==> src/rtl/hazard_scoreboard.sv <==
// ID-stage hazard unit with register scoreboard for variable-latency ops, load-use check and redirect flush.
// Optional perf counters (PERF_stall_cycles / PERF_flush_cycles) enabled by defining HZD_PERF_CNT_EN.
module hazard_scoreboard #(
   parameter int REG_ADDR_W  = 5,
   parameter int MAX_OUT     = 4,
   parameter int FLUSH_DEPTH = 2
) (
   input  logic                  clk,
   input  logic                  rst,
   input  logic                  ID_valid,
   input  logic [REG_ADDR_W-1:0] ID_rs1,
   input  logic [REG_ADDR_W-1:0] ID_rs2,
   input  logic [REG_ADDR_W-1:0] ID_rd,
   input  logic                  ID_long,
   input  logic                  EXEC_mem2reg,
   input  logic [REG_ADDR_W-1:0] EXEC_rd,
   input  logic                  BRA,
   input  logic                  JMP,
   input  logic                  LL_done,
   input  logic [REG_ADDR_W-1:0] LL_rd,
   output logic                  ID_stall,
   output logic                  ID_flush,
   output logic                  EXEC_flush,
   output logic                  FWD_ll_rs1,
   output logic                  FWD_ll_rs2,
   output logic                  SB_busy,
`ifdef HZD_PERF_CNT_EN
   output logic                  SB_err,
   output logic [31:0]           PERF_stall_cycles,
   output logic [31:0]           PERF_flush_cycles
`else
   output logic                  SB_err
`endif
);

   localparam int NREG  = 2 ** REG_ADDR_W;
   localparam int CNT_W = $clog2(MAX_OUT + 1);

   logic [NREG-1:1]   r_pending;
   logic [CNT_W-1:0]  r_out_cnt;
   logic [2:0]        r_flush_cnt;
   logic              r_err;

   logic [NREG-1:0]   w_pend_full;
   logic [NREG-1:1]   w_pend_nxt;
   logic [CNT_W-1:0]  w_cnt_nxt;
   logic              w_redirect;
   logic              w_clr_rs1, w_clr_rs2, w_clr_rd;
   logic              w_pnd_rs1, w_pnd_rs2, w_pnd_rd, w_pnd_ll;
   logic              w_raw, w_luse, w_waw, w_cap;
   logic              w_issue;
   logic              w_done_bad;

   // Bit 0 is a constant zero so x0 lookups need no special case.
   assign w_pend_full = {r_pending, 1'b0};

   assign w_pnd_rs1 = w_pend_full[ID_rs1];
   assign w_pnd_rs2 = w_pend_full[ID_rs2];
   assign w_pnd_rd  = w_pend_full[ID_rd];
   assign w_pnd_ll  = w_pend_full[LL_rd];

   assign w_clr_rs1 = LL_done && (LL_rd == ID_rs1) && (ID_rs1 != '0);
   assign w_clr_rs2 = LL_done && (LL_rd == ID_rs2) && (ID_rs2 != '0);
   assign w_clr_rd  = LL_done && (LL_rd == ID_rd)  && (ID_rd  != '0);

   assign w_redirect = BRA | JMP;
   assign ID_flush   = w_redirect | (r_flush_cnt != '0);

   // A register completing this cycle is no longer a hazard (bypass from the LL bus).
   assign w_raw  = ((ID_rs1 != '0) && w_pnd_rs1 && !w_clr_rs1) ||
                   ((ID_rs2 != '0) && w_pnd_rs2 && !w_clr_rs2);
   assign w_luse = EXEC_mem2reg && (EXEC_rd != '0) &&
                   ((EXEC_rd == ID_rs1) || (EXEC_rd == ID_rs2));
   assign w_waw  = ID_long && (ID_rd != '0) && w_pnd_rd && !w_clr_rd;
   assign w_cap  = ID_long && (r_out_cnt == CNT_W'(MAX_OUT)) && !LL_done;

   assign ID_stall   = ID_valid && !ID_flush && (w_raw || w_luse || w_waw || w_cap);
   assign EXEC_flush = w_redirect | ID_stall;
   assign w_issue    = ID_valid && !ID_flush && !ID_stall && ID_long;

   assign FWD_ll_rs1 = ID_valid && (ID_rs1 != '0) && w_clr_rs1 && w_pnd_rs1;
   assign FWD_ll_rs2 = ID_valid && (ID_rs2 != '0) && w_clr_rs2 && w_pnd_rs2;

   assign SB_busy = (r_out_cnt != '0);
   assign SB_err  = r_err;

   assign w_done_bad = LL_done && ((r_out_cnt == '0) || ((LL_rd != '0) && !w_pnd_ll));

   // Set from a same-cycle issue takes priority over the completion clear.
   always_comb begin
      w_pend_nxt = r_pending;
      for (int unsigned i = 1; i < NREG; i++) begin
         if (w_issue && (ID_rd == REG_ADDR_W'(i)))
            w_pend_nxt[i] = 1'b1;
         else if (LL_done && (LL_rd == REG_ADDR_W'(i)))
            w_pend_nxt[i] = 1'b0;
      end
   end

   always_comb begin
      w_cnt_nxt = r_out_cnt;
      if (w_issue && !(LL_done && (r_out_cnt != '0)))
         w_cnt_nxt = r_out_cnt + 1'b1;
      else if (!w_issue && LL_done && (r_out_cnt != '0))
         w_cnt_nxt = r_out_cnt - 1'b1;
   end

   always_ff @(posedge clk) begin
      if (rst) begin
         r_pending   <= '0;
         r_out_cnt   <= '0;
         r_flush_cnt <= '0;
         r_err       <= 1'b0;
      end else begin
         r_pending <= w_pend_nxt;
         r_out_cnt <= w_cnt_nxt;
         if (w_redirect)
            r_flush_cnt <= 3'(FLUSH_DEPTH);
         else if (r_flush_cnt != '0)
            r_flush_cnt <= r_flush_cnt - 3'd1;
         if (w_done_bad)
            r_err <= 1'b1;
      end
   end

`ifdef HZD_PERF_CNT_EN
   always_ff @(posedge clk) begin
      if (rst) begin
         PERF_stall_cycles <= '0;
         PERF_flush_cycles <= '0;
      end else begin
         if (ID_stall)
            PERF_stall_cycles <= PERF_stall_cycles + 32'd1;
         if (ID_flush)
            PERF_flush_cycles <= PERF_flush_cycles + 32'd1;
      end
   end
`endif

endmodule

==> config.mk <==
export PLATFORM = sky130hd
export DESIGN_NAME = hazard_scoreboard
export DESIGN_NICKNAME = d
export VERILOG_FILES = /design/src/rtl/hazard_scoreboard.sv
export SDC_FILE = /design/constraint.sdc
export NUM_CORES = 1
export LEC_CHECK = 0
export CELL_PAD_IN_SITES_DETAIL_PLACEMENT = 0
export CELL_PAD_IN_SITES_GLOBAL_PLACEMENT = 1
export CORE_ASPECT_RATIO = 1.75
export CORE_MARGIN = 3
export CORE_UTILIZATION = 35
export DETAILED_ROUTE_END_ITERATION = 8
export PLACE_DENSITY_LB_ADDON = 0.3
export REMOVE_ABC_BUFFERS = 1
export SLEW_MARGIN = 20
export SYNTH_ARGS = -nofsm -noshare
export SYNTH_HDL_FRONTEND = slang
export SYNTH_SLANG_ARGS = --single-unit
==> constraint.sdc <==
create_clock -name clk -period 9.3 [get_ports clk]
set_input_delay 1.395 -clock clk [delete_from_list [all_inputs] [get_ports clk]]
set_output_delay 1.395 -clock clk [all_outputs]
set_load 0.005 [all_outputs]
# ---- Word-level counts from Yosys, hierarchy flattened
# Index checks and enable logic that the tools add are counted.
dict set report word_totals {
  output_inout_bits 7
  input_bits 33
  ff_bits 38
}
dict set report op_classes {
  n_bitwise 3
  n_eq_ne 68
  addsub 3
  reduce_logical 152
  magnitude_cmp 4
  n_mux 74
}
# cell n
set op_table {}
lappend op_table {{$eq 5x5->1 const B} 32}
lappend op_table {{$logic_and 1x1->1} 95}
lappend op_table {{$eq 5x4->1 const B} 16}
lappend op_table {{$mux 1} 66}
lappend op_table {{$reduce_bool 2->1} 33}
lappend op_table {{$eq 5x3->1 const B} 8}
lappend op_table {{$eq 5x5->1} 5}
lappend op_table {{$reduce_bool 5->1} 5}
lappend op_table {{$lt 5x6->1 const B} 4}
lappend op_table {{$bmux 1 s5} 4}
lappend op_table {{$eq 5x2->1 const B} 4}
lappend op_table {{$eq 5x1->1 const B} 2}
lappend op_table {{$logic_not 1->1} 9}
lappend op_table {{$logic_or 1x1->1} 6}
lappend op_table {{$mux 3} 2}
lappend op_table {{$reduce_bool 3->1} 2}
lappend op_table {{$sub 3x1->3 const B} 2}
lappend op_table {{$mux 2} 2}
lappend op_table {{$add 3x1->3 const B} 1}
lappend op_table {{$eq 3x3->1 const B} 1}
lappend op_table {{$logic_not 3->1} 1}
lappend op_table {{$or 1x1->1} 3}
lappend op_table {{$reduce_or 2->1} 1}

# ---- Depth between registers and ports, before layout
# Gate-level depths: netlist of run 1.
dict set report logic_depth {
  depth_word 18
  ltp_mapped 14
  ltp_nobuf 12
}

# ---- Least setup slack after synthesis of run 1
# No wires, ideal clock.
dict set report synth_timing {
  path_kind {in2out}
  start {input ID_rs1[0]}
  end {output EXEC_flush}
  stages 8
  path_slack_ns 4.818
  required_ns 7.905
  arrival_time_ns 3.087
  cell_sequence {buf_6 > mux4_2 > inv_1 > a2111oi_2 > nor4_4 > o32ai_4 > nor2_1 > o21ai_1}
}
dict set report synth_between {
  elab_chain_len 11
}
# element line
set synth_lines {}
lappend synth_lines {{start, declared} 11} ;# input logic [REG_ADDR_W-1:0] ID_rs1,
lappend synth_lines {{branches (longest 6 deep; another with $bmux 1 s5)} n/a}
lappend synth_lines {{$logic_or 1x1->1 * (3 in series)} 77} ;# assign ID_stall = ID_valid && !ID_flush && (w_raw || w_luse || w_waw || w_cap);
lappend synth_lines {{$logic_and 1x1->1 *} 77}
lappend synth_lines {{$or 1x1->1 *} 78} ;# assign EXEC_flush = w_redirect | ID_stall;
lappend synth_lines {{end, declared} 23} ;# output logic EXEC_flush,
# Every way passes the cells marked *. The select of a mux whose other input is x is not followed.

# ---- Worst setup path after layout of run 1
dict set report layout_timing {
  start {input ID_rs1[1]}
  end {output EXEC_flush}
}
# Same word-level chain as after synthesis.

==> results of run 1 <==
==> per-stage QoR <==
stage / hold slack, ps / util / instance area, sq um
6_report: 479.7 / 0.4195 / 3839
5_1_grt: 508.7 / 0.4195 / 3839
4_1_cts: 489.0 / 0.4195 / 3839
3_5_place_dp: 475.0 / 0.4029 / 3687
3_3_place_gp: 477.8 / 0.4029 / 3687
2_1_floorplan: 460.4 / - / 3117
==> metal layers <==
metal,vias up,global-route usage,part of all wire
li1,1461,-,-
met1,1543,0.2323,0.37
met2,122,0.3921,0.54
met3,17,0.03004,0.055
met4,0,0.1033,0.031
met5,-,0,0
==> synth_stat cells, types with 2 or more instances <==
library cell  number  share of area
nand3_1           44          0.067
nor2b_1           17          0.032
nand2_1           19          0.022
or4_1              4         0.0091
nand2b_1           7          0.013
mux2_4             2         0.0091
xor2_1            22          0.058
a21oi_1           39          0.059
a31oi_1            3         0.0057
nor2_1            19          0.022
buf_1              2         0.0023
buf_4              2         0.0045
buf_6              4          0.014
nor4_1             5         0.0095
o21ai_0           35          0.053
clkbuf_1          22          0.025
inv_1              3         0.0034
nand4_1            4         0.0076
nor3_1             3         0.0045
buf_2              7          0.011
mux2i_1           29          0.088
mux2_1             3          0.010
nor4_4             3          0.019
xnor2_1            5          0.013
a22oi_1            7          0.016
dfxtp_1           38           0.23
and2_1             3         0.0057
mux4_2            17           0.12
and3_1             4         0.0076
==> cell usage in the layout, fill, tap and decap left out, drive strengths merged, types with 2 or more instances in the layout <==
cell type and count:
nand3 44, a21oi 39, clkdlybuf4s50 39, dfxtp 38
o21ai 36, mux2i 29, xor2 22, nor2 19
nand2 19, nor2b 17, mux4 17, nor4 8
a22oi 7, nand2b 7, clkbuf 6, mux2 6
xnor2 5, and3 4, nand4 4, or4 4
buf 4, nor3 4, inv 3, and2 3
a31oi 3, a221oi 2
==> where the power goes <==
part / internal (mW) / switching [mW]
registers: 0.170 / 0.00796
clock network: 0.106 / 0.0713
logic: 0.0668 / 0.0771
total: 0.343 / 0.156
==> final timing paths <==
check	end	startpoint
worst max-delay path	EXEC_flush	ID_rs1[1]
worst min-delay path	SB_err	SB_err
worst max register to register	r_out_cnt[2]	r_pending[13]
worst min register to register	SB_err	SB_err
==> area by class of cell <==
| cell class | instances | area share |
|---|---|---|
| sequential | 38 | 0.1982 |
| multi-input combinational | 313 | 0.6108 |
| tap | 120 | 0.03911 |
| timing repair buffer | 43 | 0.1095 |
| inverter | 3 | 0.002934 |
| clock buffer | 6 | 0.03618 |
| clock inverter | 2 | 0.003259 |
==> kinds of logic after synthesis <==
kind of cell | after synthesis | synth area share
flip-flops | 38 | 0.2304
XOR/XNOR | 27 | 0.07162
adder cells (fa/ha/maj) | 2 | 0.009852
AND/OR/NAND/NOR | 138 | 0.2330
buffers and inverters | 40 | 0.05949
AO/OA/AOI/OAI | 94 | 0.1690
multiplexers | 52 | 0.2266
==> sequential cells by signal, summed over array words and instances (netlist names) <==
register	count
r_pending	31
r_flush_cnt	3
SB_err	1
r_out_cnt	3
==> critical path, delay by kind of cell <==
| family | cells | cell delay (ps) |
|---|---|---|
| buf+inv | 3 | 1690 |
| mux | 1 | 360 |
| compound gates | 3 | 1140 |
| simple gates | 2 | 220 |
==> flow_metrics.py, run 1 <==
metrics = {
    "timing": {
        "period_needed_ps": 6215,
        "slew_violations": 0,
        "rsz0062_at_grt": "false",
        "clock_skew_ps": 5.945,
        "relSlewSlack": 0.3218,
        "fin_setup_tns_ps": 0,
        "setup_viol_count_final": 0,
        "tightest_slew_ps": 1014,
        "hold_viol": 0,
        "finalCritPeriodShare": 0.6682,
        "finalWorstSetupSlack_ps": 3085,
        "max_clock_freq_mhz": 160.9,
    },
    "synthesis": {
        "async_reset_ff_frac": 0,
        "ys_warn_count": 0,
        "synth_area_per_cell_sq_um": 8.445,
        "ys_seq_area_frac": 0.2304,
        "synth_edf_count": 0,
        "synth.distinct_cells": 48,
        "syn-instance-count": 391,
        "ys_ff_latch": 38,
        "netlist_area_sq_um": 3302,
        "ys.flop_type": "dfxtp_1",
    },
    "place": {
        "pre_cts_ws_ps": 3079,
        "dpl.cell_count": 517,
        "port_buffers": 39,
        "place_congestion": 0.8587,
        "dpl.hpwl_um": 8386,
    },
    "clock_tree": {
        "postCtsSetupBuffers": 0,
        "cts_tree": "yes",
        "clockBufferDepth": 2,
        "clk_latency_ps": 290,
        "clock_sinks": 38,
        "cts_made_buffers": 5,
        "cts_resized": 0,
        "htreeDepth": 2,
        "cts_root_buffer": "clkbuf_16",
        "ctsHoldBuffers": 0,
        "clk_pin_slew_ps": 60,
    },
    "finish": {
        "diodes": 0,
        "stdcell_count": 525,
        "multi_input_area_sq_um": 2345,
        "areaGrowthSynthToFinish_pct": 16.26,
        "regArea_sq_um": 760.7,
        "fillers": 897,
        "final_nets": 439,
        "drive_gt1_frac": 0.09630,
    },
    "detailed_routing": {
        "drtPass1Iterations": 4,
        "via_per_inst": 5.987,
        "drc": 0,
        "postRouteAntennaNets": 0,
        "dr_total_vias": 3143,
        "drt_iter0_markers": 292,
        "drt-wirelength-per-cell_um": 21.22,
        "drt_wl_total_um": 11140,
    },
    "setup_path": {
        "crit_slowest_cell": "clkdlybuf4s50_1",
        "cp.arrival_ps": 4820,
        "cp.required_ps": 7910,
        "rrSetupSlack_ps": 6030,
        "worstSetupStartpointType": "primary input",
        "crit_path_frequent_cell": "clkdlybuf4s50_1",
        "slowest_delay_ps": 1130,
        "end_kind": "output port",
        "critPathKind": "primary input to output port",
        "rr_worst_depth": 11,
        "crit_chain": "clkdlybuf4s50_1 -> mux4_2 -> inv_1 -> a2111oi_2 -> nor4_4 -> o32ai_4 -> nor2_1 -> o21ai_1 -> clkdlybuf4s50_1",
        "worstPathMaxFanout": 18,
    },
    "pwr": {
        "p_leak_nw": 1.297,
        "power.density_nw_per_um2": 130.2,
        "p_total_uw": 499.7,
        "ir_drop_mv": 0.07412,
    },
    "global_routing": {
        "grt_overflow": 0,
        "grt_first_pass_wirelength_um": 17320,
        "antenna_found_initial": 0,
        "track_usage": 0.2130,
        "grt_pass1_vias": 3158,
        "grt_max_degree": 42,
    },
    "floorplanning": {
        "die_w_um": 79.42,
        "ioPinCount": 40,
        "die_area_sq_um": 10680,
        "die_h_um": 134.5,
        "fp.coreArea_sq_um": 9151,
        "num_rows": 46,
        "start_util": 0.3608,
    },
    "hold_path": {
        "hold_depth": 2,
        "min_path_type": "flop to flop",
    },
    "run_status": {
        "outcome": "complete, no violations",
    },
    "job": {
        "maxCapViolCount": 0,
    },
}
Power figures use the tool's default switching activity.
==> run 2, diff against run 1 <==
==> constraint.sdc (replaced) <==
create_clock -name clk -period 5.8 [get_ports clk]
set_input_delay 0.87 -clock clk [delete_from_list [all_inputs] [get_ports clk]]
set_output_delay 0.87 -clock clk [all_outputs]
set_load 0.005 [all_outputs]
==> run 2 against run 1 <==
Combinational power up 60%. Setup slack worse by 2000 ps. Design area up 1.1%. Die area unchanged. Total power up 61%. Register-to-register slack worse by 3400 ps. Hold slack better by 6.5 ps. Utilization up 0.45 points. Critical endpoint unchanged. Largest power group is now clock.
==> flow_metrics.py, run 2 (synthesis gave the netlist of run 1 again) <==
metrics = {
    "run_status": {
        "outcome": "complete, no violations",
    },
    "pwr": {
        "ir_drop_mv": 0.1208,
        "p_total_uw": 806.9,
        "p_leak_nw": 1.323,
        "power.density_nw_per_um2": 208.0,
    },
    "global_routing": {
        "met2_usage": 0.3926,
        "busiest_layer": "met2",
        "antenna_found_initial": 0,
        "grt_max_degree": 42,
        "grt_overflow": 0,
        "met3_usage": 0.02737,
        "grt_first_pass_wirelength_um": 17820,
        "grt_util_met1": 0.2374,
        "grt_pass1_vias": 3307,
        "track_usage": 0.2199,
    },
    "finish": {
        "layout_commonest_cell": "nand3_1",
        "reg_top3": "r_pending x31, r_flush_cnt x3, r_out_cnt x3",
        "regMostFlops": "r_pending",
        "diodes": 0,
        "drive_gt1_frac": 0.1073,
        "largest_register_ffs": 31,
        "areaGrowthSynthToFinish_pct": 17.51,
        "final_cell_mix": "nand3_1, a21oi_1, clkdlybuf4s50_1, dfxtp_1, o21ai_0",
        "final_util": 0.4240,
        "final_nets": 444,
    },
    "setup_path": {
        "worstSetupStartpoint": "ID_rs1[0]",
        "slowest_delay_ps": 630,
        "end_kind": "output port",
        "crit_slowest_cell": "nor4b_1",
        "critPathBufInv": 2,
        "worstSetupStartpointType": "primary input",
        "crit_chain": "clkdlybuf4s50_1 -> nor2_1 -> nor4b_1 -> nor4_1 -> o32ai_4 -> nor2_1 -> o21ai_1 -> clkdlybuf4s50_1",
        "path_delay_family": "simple AND/OR/NAND/NOR gates",
        "cp.arrival_ps": 3840,
        "cp.required_ps": 4930,
        "worstPathMaxFanout": 9,
        "critPathKind": "primary input to output port",
        "r2r-start": "r_pending[15]",
    },
    "timing": {
        "tightest_slew_ps": 898.0,
        "period_needed_ps": 4706,
        "finalCritPeriodShare": 0.8114,
        "timing.hold.ws_ps": 486.2,
        "rsz0062_at_grt": "false",
        "fin_setup_tns_ps": 0,
        "slew_violations": 0,
        "clock_skew_ps": 6.984,
        "max_clock_freq_mhz": 212.5,
        "hold_viol": 0,
        "relSlewSlack": 0.3969,
        "setup_viol_count_final": 0,
        "finalWorstSetupSlack_ps": 1094,
    },
    "hold_path": {
        "hp-start": "SB_err",
        "min_path_type": "flop to flop",
    },
    "floorplanning": {
        "num_rows": 46,
        "die_w_um": 79.42,
        "die_area_sq_um": 10680,
        "die_h_um": 134.5,
        "ioPinCount": 40,
        "start_util": 0.3608,
        "fp.coreArea_sq_um": 9151,
    },
    "place": {
        "port_buffers": 39,
        "place_congestion": 0.9428,
        "dpl.hpwl_um": 8536,
        "pre_cts_ws_ps": 1062,
    },
    "clock_tree": {
        "cts_root_buffer": "clkbuf_16",
        "postCtsSetupBuffers": 0,
        "htreeDepth": 2,
        "cts_tree": "yes",
        "clockBufferDepth": 2,
        "clock_sinks": 38,
        "cts_made_buffers": 5,
        "clk_latency_ps": 290,
        "cts_resized": 0,
        "ctsHoldBuffers": 0,
        "clk_pin_slew_ps": 60,
    },
    "detailed_routing": {
        "drt_iter0_markers": 282,
        "dr_total_vias": 3180,
        "postRouteAntennaNets": 0,
        "via_per_inst": 6.000,
        "drtPass1Iterations": 6,
        "drc": 0,
        "drt_wl_total_um": 11280,
        "drt-wirelength-per-cell_um": 21.28,
    },
    "job": {
        "maxCapViolCount": 0,
    },
}
-- run 2: final cells by class --
cell class	instances	area [sq um]
repair buffers	48	457.9
fillers	931	5271
flip-flops and latches	38	760.7
inverters	3	11.26
well taps	120	150.1
clock inverters	2	16.27
clock buffers	6	138.9
multi-input cells	313	2345
-- run 2: routing by layer --
metal / up-vias / wire length, um
li1: 1480 / -
met1: 1531 / 4124
met2: 130 / 5853
met3: 39 / 608
met4: 0 / 694
met5: - / 0
-- run 2: worst reg2reg max path: stages, from the launching register on --
cell and delay (ps):
dfxtp_1 360, mux4_2 490, a32oi_1 210, nand4_1 200, a41o_1 390, nor3_2 230, nand2_1 110, fa_1 390
nor2_1 120, o31a_1 140, a31oi_1 50, mux2_1 310
-- run 2: through the flow --
stage / std cells / area, sq um
after floorplan: 354 / 3117
after global placement: 522 / 3725
after detailed placement: 522 / 3725
after CTS: 530 / 3880
after global routing: 530 / 3880
final: 530 / 3880
-- run 2: path summary, 6_finish.rpt --
path	end	slack (ps)	depth (start not counted)
setup / recovery	EXEC_flush	1090	8
hold / removal	SB_err	490	2
setup reg to reg	r_out_cnt[2]	2680	11
hold reg to reg	SB_err	490	2
-- run 2: report_power, final --
group	internal (mW)	total [mW]	switching, mW
Sequential	0.273	0.286	0.0129
Clock	0.173	0.290	0.117
Combinational	0.108	0.231	0.123
Total	0.554	0.807	0.253
